## config.mk

```make
export PLATFORM = sky130hd
export DESIGN_NAME = wb_arb2_timeout
export DESIGN_NICKNAME = d
export VERILOG_FILES = /design/src/rtl/wb_arb2_timeout.sv
export SDC_FILE = /design/constraint.sdc
export NUM_CORES = 1
export LEC_CHECK = 0
export ABC_AREA = 0
export BUFFER_PORTS_ARGS = -buffer_cell sky130_fd_sc_hd__clkbuf_2
export CAP_MARGIN = 20
export CORE_AREA = 2 2 124 126
export CTS_BUF_LIST = sky130_fd_sc_hd__clkbuf_4
export DETAILED_ROUTE_END_ITERATION = 7
export DIE_AREA = 0 0 126 128
export GPL_TIMING_DRIVEN = 1
export SKIP_CTS_REPAIR_TIMING = 1
export SLEW_MARGIN = 20
export SYNTH_ARGS = -nofsm -noshare
export SYNTH_HDL_FRONTEND = slang
export SYNTH_SLANG_ARGS = --single-unit
```

## constraint.sdc

```tcl
create_clock -name wb_clk_i -period 2.3 [get_ports wb_clk_i]
set_clock_uncertainty 0.05 [all_clocks]
set_input_delay 0.46 -clock wb_clk_i [delete_from_list [all_inputs] [get_ports wb_clk_i]]
set_output_delay 0.46 -clock wb_clk_i [all_outputs]
set_load 0.01 [all_outputs]
```

## src/rtl/wb_arb2_timeout.sv

```systemverilog
// Two-master to one-slave Wishbone arbiter with a bus watchdog; a grant takes one cycle from cyc_i and ownership holds for the whole cyc.
// Slave path is combinational from the owner; a non-owner waits, and a hung slave gets a single err pulse followed by a drain until the owner drops cyc.
module wb_arb2_timeout #(
  parameter int AW         = 32,
  parameter int DW         = 32,
  parameter int TIMEOUT    = 255,
  parameter bit FIXED_PRIO = 1'b0
) (
  input  logic            wb_clk_i,
  input  logic            wb_rst_i,
  input  logic [AW-1:0]   m0_addr_i,
  input  logic [DW-1:0]   m0_data_i,
  input  logic [DW/8-1:0] m0_sel_i,
  input  logic            m0_we_i,
  input  logic            m0_cyc_i,
  input  logic            m0_stb_i,
  output logic [DW-1:0]   m0_data_o,
  output logic            m0_ack_o,
  output logic            m0_err_o,
  input  logic [AW-1:0]   m1_addr_i,
  input  logic [DW-1:0]   m1_data_i,
  input  logic [DW/8-1:0] m1_sel_i,
  input  logic            m1_we_i,
  input  logic            m1_cyc_i,
  input  logic            m1_stb_i,
  output logic [DW-1:0]   m1_data_o,
  output logic            m1_ack_o,
  output logic            m1_err_o,
  output logic [AW-1:0]   s_addr_o,
  output logic [DW-1:0]   s_data_o,
  output logic [DW/8-1:0] s_sel_o,
  output logic            s_we_o,
  output logic            s_cyc_o,
  output logic            s_stb_o,
  input  logic [DW-1:0]   s_data_i,
  input  logic            s_ack_i,
  input  logic            s_err_i,
  output logic [1:0]      gnt_o
);

  localparam int WW = $clog2(TIMEOUT + 1);
  localparam logic [WW-1:0] WDOG_LAST = WW'(TIMEOUT - 1);

  typedef enum logic [1:0] {
    ST_IDLE  = 2'd0,
    ST_BUSY  = 2'd1,
    ST_DRAIN = 2'd2
  } state_e;

  state_e        state_q;
  logic          owner_q;
  logic          last_q;
  logic [WW-1:0] wdog_q;
  logic [1:0]    gnt_q;
  logic          owner_d;

  logic [AW-1:0]   own_addr;
  logic [DW-1:0]   own_data;
  logic [DW/8-1:0] own_sel;
  logic            own_we;
  logic            own_cyc;
  logic            own_stb;

  assign own_addr = owner_q ? m1_addr_i : m0_addr_i;
  assign own_data = owner_q ? m1_data_i : m0_data_i;
  assign own_sel  = owner_q ? m1_sel_i  : m0_sel_i;
  assign own_we   = owner_q ? m1_we_i   : m0_we_i;
  assign own_cyc  = owner_q ? m1_cyc_i  : m0_cyc_i;
  assign own_stb  = owner_q ? m1_stb_i  : m0_stb_i;

  // Contention goes to m0 in fixed mode, otherwise to whoever was not served last.
  always_comb begin
    owner_d = m1_cyc_i;
    if (m0_cyc_i && m1_cyc_i) begin
      owner_d = FIXED_PRIO ? 1'b0 : ~last_q;
    end
  end

  logic active;
  logic busy;
  logic stalled;
  logic wdog_fire;
  logic ack_v;
  logic err_v;

  assign active    = (state_q != ST_IDLE) && !wb_rst_i;
  assign busy      = (state_q == ST_BUSY) && !wb_rst_i && own_cyc;
  assign stalled   = own_stb && !s_ack_i && !s_err_i;
  assign wdog_fire = busy && stalled && (wdog_q == WDOG_LAST);
  assign ack_v     = busy && s_ack_i;
  assign err_v     = (busy && s_err_i) || wdog_fire;

  assign s_addr_o = active ? own_addr : '0;
  assign s_data_o = active ? own_data : '0;
  assign s_sel_o  = active ? own_sel  : '0;
  assign s_we_o   = active && own_we;
  assign s_cyc_o  = busy;
  assign s_stb_o  = busy && own_stb;

  assign m0_ack_o  = ack_v && !owner_q;
  assign m1_ack_o  = ack_v && owner_q;
  assign m0_err_o  = err_v && !owner_q;
  assign m1_err_o  = err_v && owner_q;
  assign m0_data_o = s_data_i;
  assign m1_data_o = s_data_i;
  assign gnt_o     = gnt_q;

  always_ff @(posedge wb_clk_i) begin
    if (wb_rst_i) begin
      state_q <= ST_IDLE;
      owner_q <= 1'b0;
      last_q  <= 1'b1;
      wdog_q  <= '0;
      gnt_q   <= 2'b00;
    end else begin
      case (state_q)
        ST_IDLE: begin
          wdog_q <= '0;
          if (m0_cyc_i || m1_cyc_i) begin
            owner_q <= owner_d;
            gnt_q   <= owner_d ? 2'b10 : 2'b01;
            state_q <= ST_BUSY;
          end
        end
        ST_BUSY: begin
          if (!own_cyc) begin
            state_q <= ST_IDLE;
            last_q  <= owner_q;
            gnt_q   <= 2'b00;
            wdog_q  <= '0;
          end else if (!stalled) begin
            wdog_q <= '0;
          end else if (wdog_q == WDOG_LAST) begin
            // Fired: the err pulse is emitted this cycle, then the slave is fenced off.
            wdog_q  <= '0;
            state_q <= ST_DRAIN;
          end else begin
            wdog_q <= wdog_q + WW'(1);
          end
        end
        ST_DRAIN: begin
          wdog_q <= '0;
          if (!own_cyc) begin
            state_q <= ST_IDLE;
            last_q  <= owner_q;
            gnt_q   <= 2'b00;
          end
        end
        default: begin
          state_q <= ST_IDLE;
          gnt_q   <= 2'b00;
          wdog_q  <= '0;
        end
      endcase
    end
  end

endmodule

```

==> flow_summary_export.csv, run 1 <==
group,metric,value,unit
place,port_buffers,222,
floorplan,die-area,16100,µm²
route,drt_first_pass_iters,4,
critical_path,slowest_stage,"dfxtp_2",
sta,maxSlewViolCount,0,
finish,final_nets,655,
sta,setup_tns,0,ns
place,dp_cells,654,
route,detail_route.wl_per_cell,13.6,µm
finish,fill_cells,1714,
synth,ys_ff_latch,14,
floorplan,num_rows,45,
hold_path,holdCritPathClass,"flop to flop",
run,maxCapViolations,0,
power_and_ir_drop,power_density,350,nW/µm²
critical_path,worstPathArrival,1.71,ns
critical_path,crit_start,"state_q[0]$_SDFFE_PP0P_",
clock_network,h-tree-depth,1,
floorplan,dieHeight,128,µm
sta,final_hold_viol_count,0,
route,ant_nets,0,
synth,ys_seq_area_share,12.3,%
power_and_ir_drop,p_int,696,µW
floorplan,die_w,126,µm
clock_network,cts.path.max_buffers,2,
clock_network,clkTransAtPathRegs,0.09,ns
synth,synthesis.area,2280,µm²
hold_path,min_from,"wdog_q[0]$_SDFF_PP0_",
place,dpl.hpwl,7.70,mm
route,drt-initial-drc-count,58,
synth,synth_cells,310,
route,vias,2544,
finish,antenna_cells,0,
power_and_ir_drop,swShare,40.3,%
synth,synth_area_leaders,"mux2i_1 31%, buf_4 21%, nor2_1 14%",
synth,yosys.cell_types.count,31,
synth,yosysMostFrequentCell,"nor2_1",
critical_path,cp-start-kind,"flop",
clock_network,root_buffer,"clkbuf_4",
synth,async_flop_share,0,%
route,wl,8.94,mm
place,dp_slack,0.178,ns
power_and_ir_drop,vdd_drop_max,118,µV
sta,slew_headroom,73.1,%
route,route.detailed.drc,0,
critical_path,rr_startpoint,"owner_q$_SDFFE_PP0P_",
clock_network,clock_sinks,14,
floorplan,initial_core_util,15.4,%
power_and_ir_drop,seqPwrFrac,23.3,%
clock_network,cts_inserted_buffers,3,
synth,synth_top_flop_cell,"dfxtp_1",
outcome,status,"finished clean",
route,wl_met1,3.50,mm
sta,fmax,450,MHz
power_and_ir_drop,comb_power_share,62.7,%
route,wl_met3,737,µm
critical_path,cpPeakStageDelay,0.36,ns
power_and_ir_drop,p_leak,1.67,nW
clock_network,clk_latency,0.29,ns
synth,avgSynthCellArea,7.36,µm²
power_and_ir_drop,p_clk_share,14.0,%
finish,drive_gt1_share,55.4,%
critical_path,reg2reg_slack,0.70,ns
sta,setup_slack,0.0801,ns
synth,synth_edf_count,0,
floorplan,io_pins,319,
route,top_layer_used,"met4",
sta,setup-violations-final,0,
grt,track_usage,9.33,%
synth,syn_nets,493,
synth,yosysWarningCount,0,
place,gp_congestion,0.798,
route,post_drt_via_cell_ratio,3.86,
clock_network,cts_tree,"done",
critical_path,worstPathCellList,"inv_1 -> ha_1 -> or2_4 -> buf_8 -> nor2_2 -> clkbuf_2",
route,wl_met2,4.52,mm
grt,grt_pass1_wl,11.8,mm
grt,grt_max_degree,41,
finish,stdcell_count,659,
synth,yosysTopAreaCell,"mux2i_1",
sta,tightestPinTransition,0.393,ns
sta,fin_crit,2.22,ns
critical_path,cp_max_fo,29,
finish,area_delta_synth_final,45.8,%
critical_path,reg2reg_depth,5,
synth,synth_top_area_share,31.1,%
grt,grt_antenna_before_repair,0,
power_and_ir_drop,power,1.16,mW
sta,finalCritPeriodShare,96.5,%
critical_path,end_kind,"output pin",
power_and_ir_drop,switchingPower,469,µW
critical_path,path_class,"flop to output pin",
critical_path,critPathRequiredTime,1.79,ns
grt,grt_overflow,0,
grt,grt_pass1_vias,2235,
synth,synth.top_cells.by_count,"83 x nor2_1, 71 x mux2i_1, 65 x buf_4, 14 x dfxtp_1, 10 x buf_2",
hold_path,holdPathStages,1,
finish,fin_util,22.4,%
floorplan,core,14900,µm²
## power groups by stage
stage / Sequential [mW] / Clock (mW) / Combinational, mW
floorplan: 0.271 / 0 / 0.497
global route: 0.274 / 0.183 / 0.798
CTS: 0.271 / 0.171 / 0.715
global placement: 0.277 / 0 / 0.710
finish: 0.272 / 0.163 / 0.730
detailed placement: 0.277 / 0 / 0.713
## flip-flops by register name, indices dropped and copies added, names as in the netlist
register	count
last_q	1
wdog_q	8
gnt_o	2
state_q	2
owner_q	1
## final cells by class
| class | count | area [µm²] | share of cell area [%] |
|---|---|---|---|
| Sequential cell | 14 | 289 | 8.69 |
| Inverter | 6 | 22.5 | 0.677 |
| Clock buffer | 4 | 30.0 | 0.903 |
| Tap cell | 188 | 235 | 7.07 |
| Timing Repair Buffer | 239 | 1300 | 39.1 |
| Multi-Input combinational cell | 208 | 1450 | 43.6 |
## per-layer routing
metal / vias to the layer above / global-route usage, %
met5: - / 0
met4: 0 / 2.91
met3: 22 / 2.21
met2: 135 / 16.6
met1: 1106 / 11.1
li1: 1281 / -
## cells by family (layout without fill, tap and decap cells)
logic type                 after synthesis  in the layout  share of synthesized area (%)
buffers and inverters                   88            249                           25.7
and+or+nand+nor                        110            110                           20.5
muxes                                   72             72                           31.8
xor gates and xnor gates                 6              6                           2.30
AOI/OAI and AO/OA                       15             15                           4.71
DFF                                     14             14                           12.3
adders and majority gates                5              5                           2.74
## stage by stage
| step | instance area (µm²) | hold WS (ns) |
|---|---|---|
| floorplan | 2280 | 0.391 |
| global placement | 3210 | 0.411 |
| detailed placement | 3210 | 0.425 |
| CTS | 3240 | 0.381 |
| global route | 3330 | 0.407 |
| finish | 3330 | 0.406 |
## worst paths after layout
check / endpoint
max: s_addr_o[27]
min reg2reg: wdog_q[0]$_SDFF_PP0_
min: wdog_q[0]$_SDFF_PP0_
max reg2reg: state_q[0]$_SDFFE_PP0P_
## cells in the final DEF, fill, tap and decap left out, types with 3 or more instances in the layout
master,count
clkbuf_2,221
nor2_1,79
mux2i_1,71
buf_4,12
dfxtp_1,9
nand2_1,7
a21oi_1,7
inv_1,5
ha_1,5
nor2_2,4
xnor2_1,4
clkbuf_4,4
dfxtp_2,4
nand3_1,3
o21ai_0,3
nand2b_1,3
buf_12,3
## worst max-delay path, delay by kind of cell, from the launching register on
family | cells | cell delay (ns)
adders and majority gates | 1 | 0.22
buffers and inverters | 3 | 0.39
DFF | 1 | 0.36
and+or+nand+nor | 2 | 0.43
Power figures use the tool's default switching activity.
==> run 2, diff against run 1 <==
==> constraint.sdc (replaced) <==
create_clock -name wb_clk_i -period 2.3 [get_ports wb_clk_i]
set_clock_uncertainty 0.05 [all_clocks]
set_input_delay 0.345 -clock wb_clk_i [delete_from_list [all_inputs] [get_ports wb_clk_i]]
set_output_delay 0.345 -clock wb_clk_i [all_outputs]
set_load 0.01 [all_outputs]
==> run 2 against run 1 <==
Compared with the run above: maximum frequency increased by 0.77%; final cell count decreased by 1.1%; routed wire length decreased by 2.9%; hold slack got worse by 0.12 ns; total power decreased by 4.5%; clock power decreased by 9%; worst setup slack improved by 0.017 ns; die area unchanged; sequential power about the same; combinational power decreased by 5.1%; critical path type unchanged; largest cell class unchanged.
==> flow_summary_export.csv, run 2 (synthesis gave the netlist of run 1 again) <==
group,metric,value,unit
finish,final_nets,648,
place,port_buffers,222,
critical_path,reg2reg_depth,6,
place,dp_slack,0.275,ns
critical_path,crit_family,"simple AND/OR/NAND/NOR gates",
finish,regMostFlops,"wdog_q",
floorplan,io_pins,319,
sta,setup_tns,0,ns
power_and_ir_drop,switchingPower,460,µW
hold_path,min_from,"wb_rst_i",
sta,setup-violations-final,0,
finish,largest_reg_flops,8,
finish,design_area,3220,µm²
floorplan,die_w,126,µm
critical_path,reg2reg_slack,0.81,ns
power_and_ir_drop,power,1.11,mW
critical_path,cp_max_fo,38,
critical_path,worstPathCellList,"inv_1 -> ha_2 -> or2_2 -> buf_8 -> nor2_1 -> clkbuf_2",
outcome,status,"finished clean",
critical_path,path_depth,6,
power_and_ir_drop,p_clk_share,13.3,%
power_and_ir_drop,vdd_drop_max,108,µV
power_and_ir_drop,power_density,346,nW/µm²
sta,tightestPinTransition,0.401,ns
clock_network,cts.path.max_buffers,2,
clock_network,clock_sinks,14,
hold_path,holdCritPathClass,"primary input to flop",
place,dpl.hpwl,7.65,mm
critical_path,cp_num_buf_inv,3,
route,ant_nets,0,
route,drt_first_pass_iters,4,
critical_path,cp-start-kind,"flop",
critical_path,cpPeakStageDelay,0.37,ns
sta,slew_headroom,72.5,%
hold_path,holdPathStages,2,
floorplan,num_rows,45,
grt,grt_overflow,0,
floorplan,dieHeight,128,µm
place,gp_congestion,0.759,
finish,area_delta_synth_final,41.1,%
route,route.detailed.drc,0,
critical_path,slowest_stage,"dfxtp_1",
critical_path,critPathRequiredTime,1.90,ns
grt,grt_pass1_wl,11.7,mm
grt,grt_antenna_before_repair,0,
sta,fmax,454,MHz
clock_network,root_buffer,"clkbuf_4",
clock_network,cts_tree,"done",
route,post_drt_via_cell_ratio,3.80,
floorplan,initial_core_util,15.4,%
critical_path,worstPathArrival,1.81,ns
sta,final_hold_viol_count,0,
grt,grt_max_degree,42,
power_and_ir_drop,seqPwrFrac,24.4,%
finish,drive_gt1_share,53.0,%
grt,track_usage,9.25,%
finish,final_common_cell,"clkbuf_2",
grt,grt_pass1_vias,2183,
route,wl,8.68,mm
floorplan,core,14900,µm²
floorplan,die-area,16100,µm²
power_and_ir_drop,p_int,653,µW
critical_path,path_class,"flop to output pin",
hold_path,min_to,"state_q[1]$_SDFFE_PP0P_",
sta,fin_crit,2.20,ns
sta,setup_slack,0.0971,ns
route,vias,2476,
clock_network,clk_latency,0.28,ns
route,drt-initial-drc-count,67,
route,detail_route.wl_per_cell,13.3,µm
place,placed_area,3160,µm²
power_and_ir_drop,p_leak,1.62,nW
clock_network,clkTransAtPathRegs,0.10,ns
critical_path,reg2reg_to,"state_q[0]$_SDFFE_PP0P_",
sta,finalCritPeriodShare,95.8,%
critical_path,rr_startpoint,"state_q[1]$_SDFFE_PP0P_",
clock_network,h-tree-depth,1,
run,maxCapViolations,0,
sta,rsz0062_at_grt,"no",
power_and_ir_drop,comb_power_share,62.2,%
sta,maxSlewViolCount,0,
finish,antenna_cells,0,
critical_path,end_kind,"output pin",
power_and_ir_drop,swShare,41.3,%
finish,final_cell_mix,"222 x clkbuf_2, 82 x nor2_1, 71 x mux2i_1, 13 x dfxtp_1",
clock_network,cts_inserted_buffers,3,
run 2: changes by cell type in the layout (fill, tap and decap cells not counted), moves of 3 or more:
cell / change
buf_4: -6
dfxtp_1: +4
dfxtp_2: -4
nor2_1: +3
nor2_2: -3
run 2: worst reg2reg max path, cell delays in order, from the launching register on:
cell and delay, ns:
dfxtp_1 0.37, inv_1 0.08, ha_2 0.21, nor2b_1 0.16, a22oi_2 0.18, o21ai_0 0.17, mux2i_1 0.14
run 2: metrics by stage:
step                      utilization, %  hold WS [ns]  std cells
after global routing                21.7         0.309        652
after detailed placement            21.3         0.431        647
after global placement              21.3         0.412        647
after floorplan                        -         0.391        310
after CTS                           21.4         0.287        651
final                               21.7         0.288        652
run 2: per-layer routing:
metal	global-route usage, %	vias up	routed length [µm]
li1	-	1269	-
met1	11.2	1058	3380
met2	16.6	129	4440
met3	2.09	20	693
met4	2.33	0	162
met5	0	-	0
run 2: area by class of cell:
cell class / instances / area (µm²)
clock inverters: 1 / 3.75
well taps: 188 / 235
fillers: 1731 / 11600
clock buffers: 3 / 22.5
repair buffers: 232 / 1220
inverters: 6 / 22.5
flip-flops and latches: 14 / 284
multi-input cells: 208 / 1430
run 2: worst max path at each step:
stage | from | to | slack, ns
5_1_grt | state_q[0]$_SDFFE_PP0P_ | s_data_o[23] | 0.004
4_1_cts | state_q[1]$_SDFFE_PP0P_ | s_sel_o[3] | -0.04
3_3_place_gp | state_q[1]$_SDFFE_PP0P_ | s_data_o[26] | 0.30
3_5_place_dp | state_q[0]$_SDFFE_PP0P_ | s_sel_o[3] | 0.28
6_report | state_q[1]$_SDFFE_PP0P_ | s_data_o[29] | 0.1
2_1_floorplan | state_q[0]$_SDFFE_PP0P_ | s_data_o[24] | 0.33
run 2: power by group through the flow:
stage	Sequential (mW)	Combinational, mW	Clock (mW)
after CTS	0.271	0.700	0.154
after global routing	0.273	0.761	0.164
after global placement	0.276	0.695	0
after floorplan	0.271	0.497	0
after detailed placement	0.277	0.698	0
final	0.272	0.693	0.149
==> run 3, diff against run 2 <==
Settings changed: CORE_AREA 2 2 124 126 to 2 2 122 124, CTS_BUF_LIST sky130_fd_sc_hd__clkbuf_4 to not set, CTS_CLUSTER_SIZE set to 16, DIE_AREA 0 0 126 128 to 0 0 124 126, GPL_TIMING_DRIVEN 1 to not set.
==> run 3 against run 2 <==
Compared with the run above: global-route usage rose by 0.84 points; sequential share of layout area fell by 0.082 points; register-to-register slack got worse by 0.02 ns; worst setup slack improved by 0.027 ns; non-clock buffer count fell by 3; critical path depth did not move; first-iteration DRC count fell by 24%; clock power rose by 140%; total power rose by 19%; final cell count fell by 1.1%.
==> flow_summary_export.csv, run 3 (synthesis gave the netlist of run 1 again) <==
group,metric,value,unit
finish,area_delta_synth_final,42.4,%
floorplan,initial_core_util,15.9,%
finish,antenna_cells,0,
hold_path,holdCritPathClass,"primary input to flop",
route,route.detailed.drc,0,
sta,setup-violations-final,0,
critical_path,worstPathArrival,1.78,ns
sta,fin_crit,2.18,ns
floorplan,io_pins,319,
sta,finalCritPeriodShare,94.6,%
place,port_buffers,222,
finish,final_common_cell,"clkbuf_2",
route,wl,8.60,mm
power_and_ir_drop,switchingPower,469,µW
sta,tightestPinTransition,0.480,ns
outcome,status,"finished clean",
clock_network,clkTransAtPathRegs,0.05,ns
finish,drive_gt1_share,53.1,%
critical_path,crit_family,"simple AND/OR/NAND/NOR gates",
grt,grt_antenna_before_repair,0,
power_and_ir_drop,swShare,35.5,%
route,post_drt_via_cell_ratio,3.81,
critical_path,end_kind,"output pin",
grt,track_usage,10.1,%
finish,design_area,3250,µm²
finish,final_cell_mix,"222 x clkbuf_2, 81 x nor2_1, 71 x mux2i_1, 13 x dfxtp_1",
clock_network,cts.path.max_buffers,2,
route,detail_route.wl_per_cell,13.3,µm
finish,largest_reg_flops,8,
power_and_ir_drop,power_density,406,nW/µm²
place,dp_slack,0.309,ns
power_and_ir_drop,vdd_drop_max,197,µV
floorplan,num_rows,44,
clock_network,clock_sinks,14,
finish,regMostFlops,"wdog_q",
sta,setup_slack,0.124,ns
sta,final_hold_viol_count,0,
finish,fill_cells,1679,
grt,grt_max_degree,55,
grt,grt_pass1_wl,12.1,mm
critical_path,slowest_stage,"dfxtp_1",
route,drt-initial-drc-count,51,
critical_path,cp-start-kind,"flop",
power_and_ir_drop,p_clk_share,27.6,%
sta,rsz0062_at_grt,"no",
place,placed_area,3150,µm²
critical_path,path_class,"flop to output pin",
sta,slew_headroom,67.1,%
floorplan,die_w,124,µm
route,ant_nets,0,
critical_path,cp_num_buf_inv,3,
clock_network,root_buffer,"clkbuf_16",
sta,maxSlewViolCount,0,
grt,grt_overflow,0,
floorplan,dieHeight,126,µm
floorplan,die-area,15600,µm²
power_and_ir_drop,p_int,852,µW
power_and_ir_drop,seqPwrFrac,20.5,%
place,dpl.hpwl,7.61,mm
floorplan,core,14300,µm²
clock_network,clk_latency,0.24,ns
finish,final_nets,645,
route,vias,2460,
power_and_ir_drop,p_leak,1.63,nW
clock_network,h-tree-depth,1,
route,drt_first_pass_iters,4,
run,maxCapViolations,0,
clock_network,cts_inserted_buffers,3,
grt,grt_pass1_vias,2238,
critical_path,critPathRequiredTime,1.90,ns
clock_network,cts_tree,"done",
critical_path,cp_max_fo,54,
power_and_ir_drop,comb_power_share,51.9,%
critical_path,reg2reg_slack,0.79,ns
critical_path,worstPathCellList,"inv_1 -> ha_2 -> or2_2 -> buf_12 -> nor2_2 -> clkbuf_2",
critical_path,cpPeakStageDelay,0.35,ns
place,gp_congestion,0.698,
sta,setup_tns,0,ns
sta,fmax,460,MHz
-- run 3: cell types whose count changed in the layout (fill, tap and decap cells not counted), sizes merged --
cell    change
clkbuf      +1
buf         -3
clkinv      -1
-- run 3: per-stage QoR --
step | total power [mW] | hold slack, ns | instances | util (%)
after floorplan | 0.768 | 0.391 | 310 | -
after global placement | 0.973 | 0.414 | 641 | 22.0
after detailed placement | 0.977 | 0.422 | 641 | 22.0
after CTS | 1.35 | 0.337 | 645 | 22.6
after global routing | 1.42 | 0.356 | 645 | 22.7
final | 1.32 | 0.337 | 645 | 22.7
-- run 3: power groups by stage --
stage	Clock [mW]	Sequential, mW	Combinational [mW]
after floorplan	0	0.271	0.497
after global placement	0	0.276	0.697
after detailed placement	0	0.276	0.701
after CTS	0.373	0.271	0.703
after global routing	0.378	0.273	0.767
final	0.364	0.271	0.685
-- run 3: layout make-up --
| cell class | instances | area (µm²) | area share (%) |
|---|---|---|---|
| Clock buffer | 4 | 88.8 | 2.73 |
| Inverter | 6 | 22.5 | 0.693 |
| Multi-Input combinational cell | 208 | 1420 | 43.8 |
| Sequential cell | 14 | 284 | 8.74 |
| Tap cell | 184 | 230 | 7.09 |
| Timing Repair Buffer | 229 | 1200 | 37.0 |
-- run 3: worst paths after layout --
check / from / endpoint / cells after the start
max: state_q[0]$_SDFFE_PP0P_ / s_data_o[4] / 6
max reg2reg: wdog_q[2]$_SDFF_PP0_ / state_q[0]$_SDFFE_PP0P_ / 4
min: wb_rst_i / owner_q$_SDFFE_PP0P_ / 2
min reg2reg: wdog_q[0]$_SDFF_PP0_ / wdog_q[0]$_SDFF_PP0_ / 1
-- run 3: per-layer routing --
metal	track usage [%]	vias up	wire length, µm
met5	0	-	0
met4	3.17	0	235
met3	2.08	36	685
met2	15.3	126	3850
met1	14.2	1038	3830
li1	-	1260	-
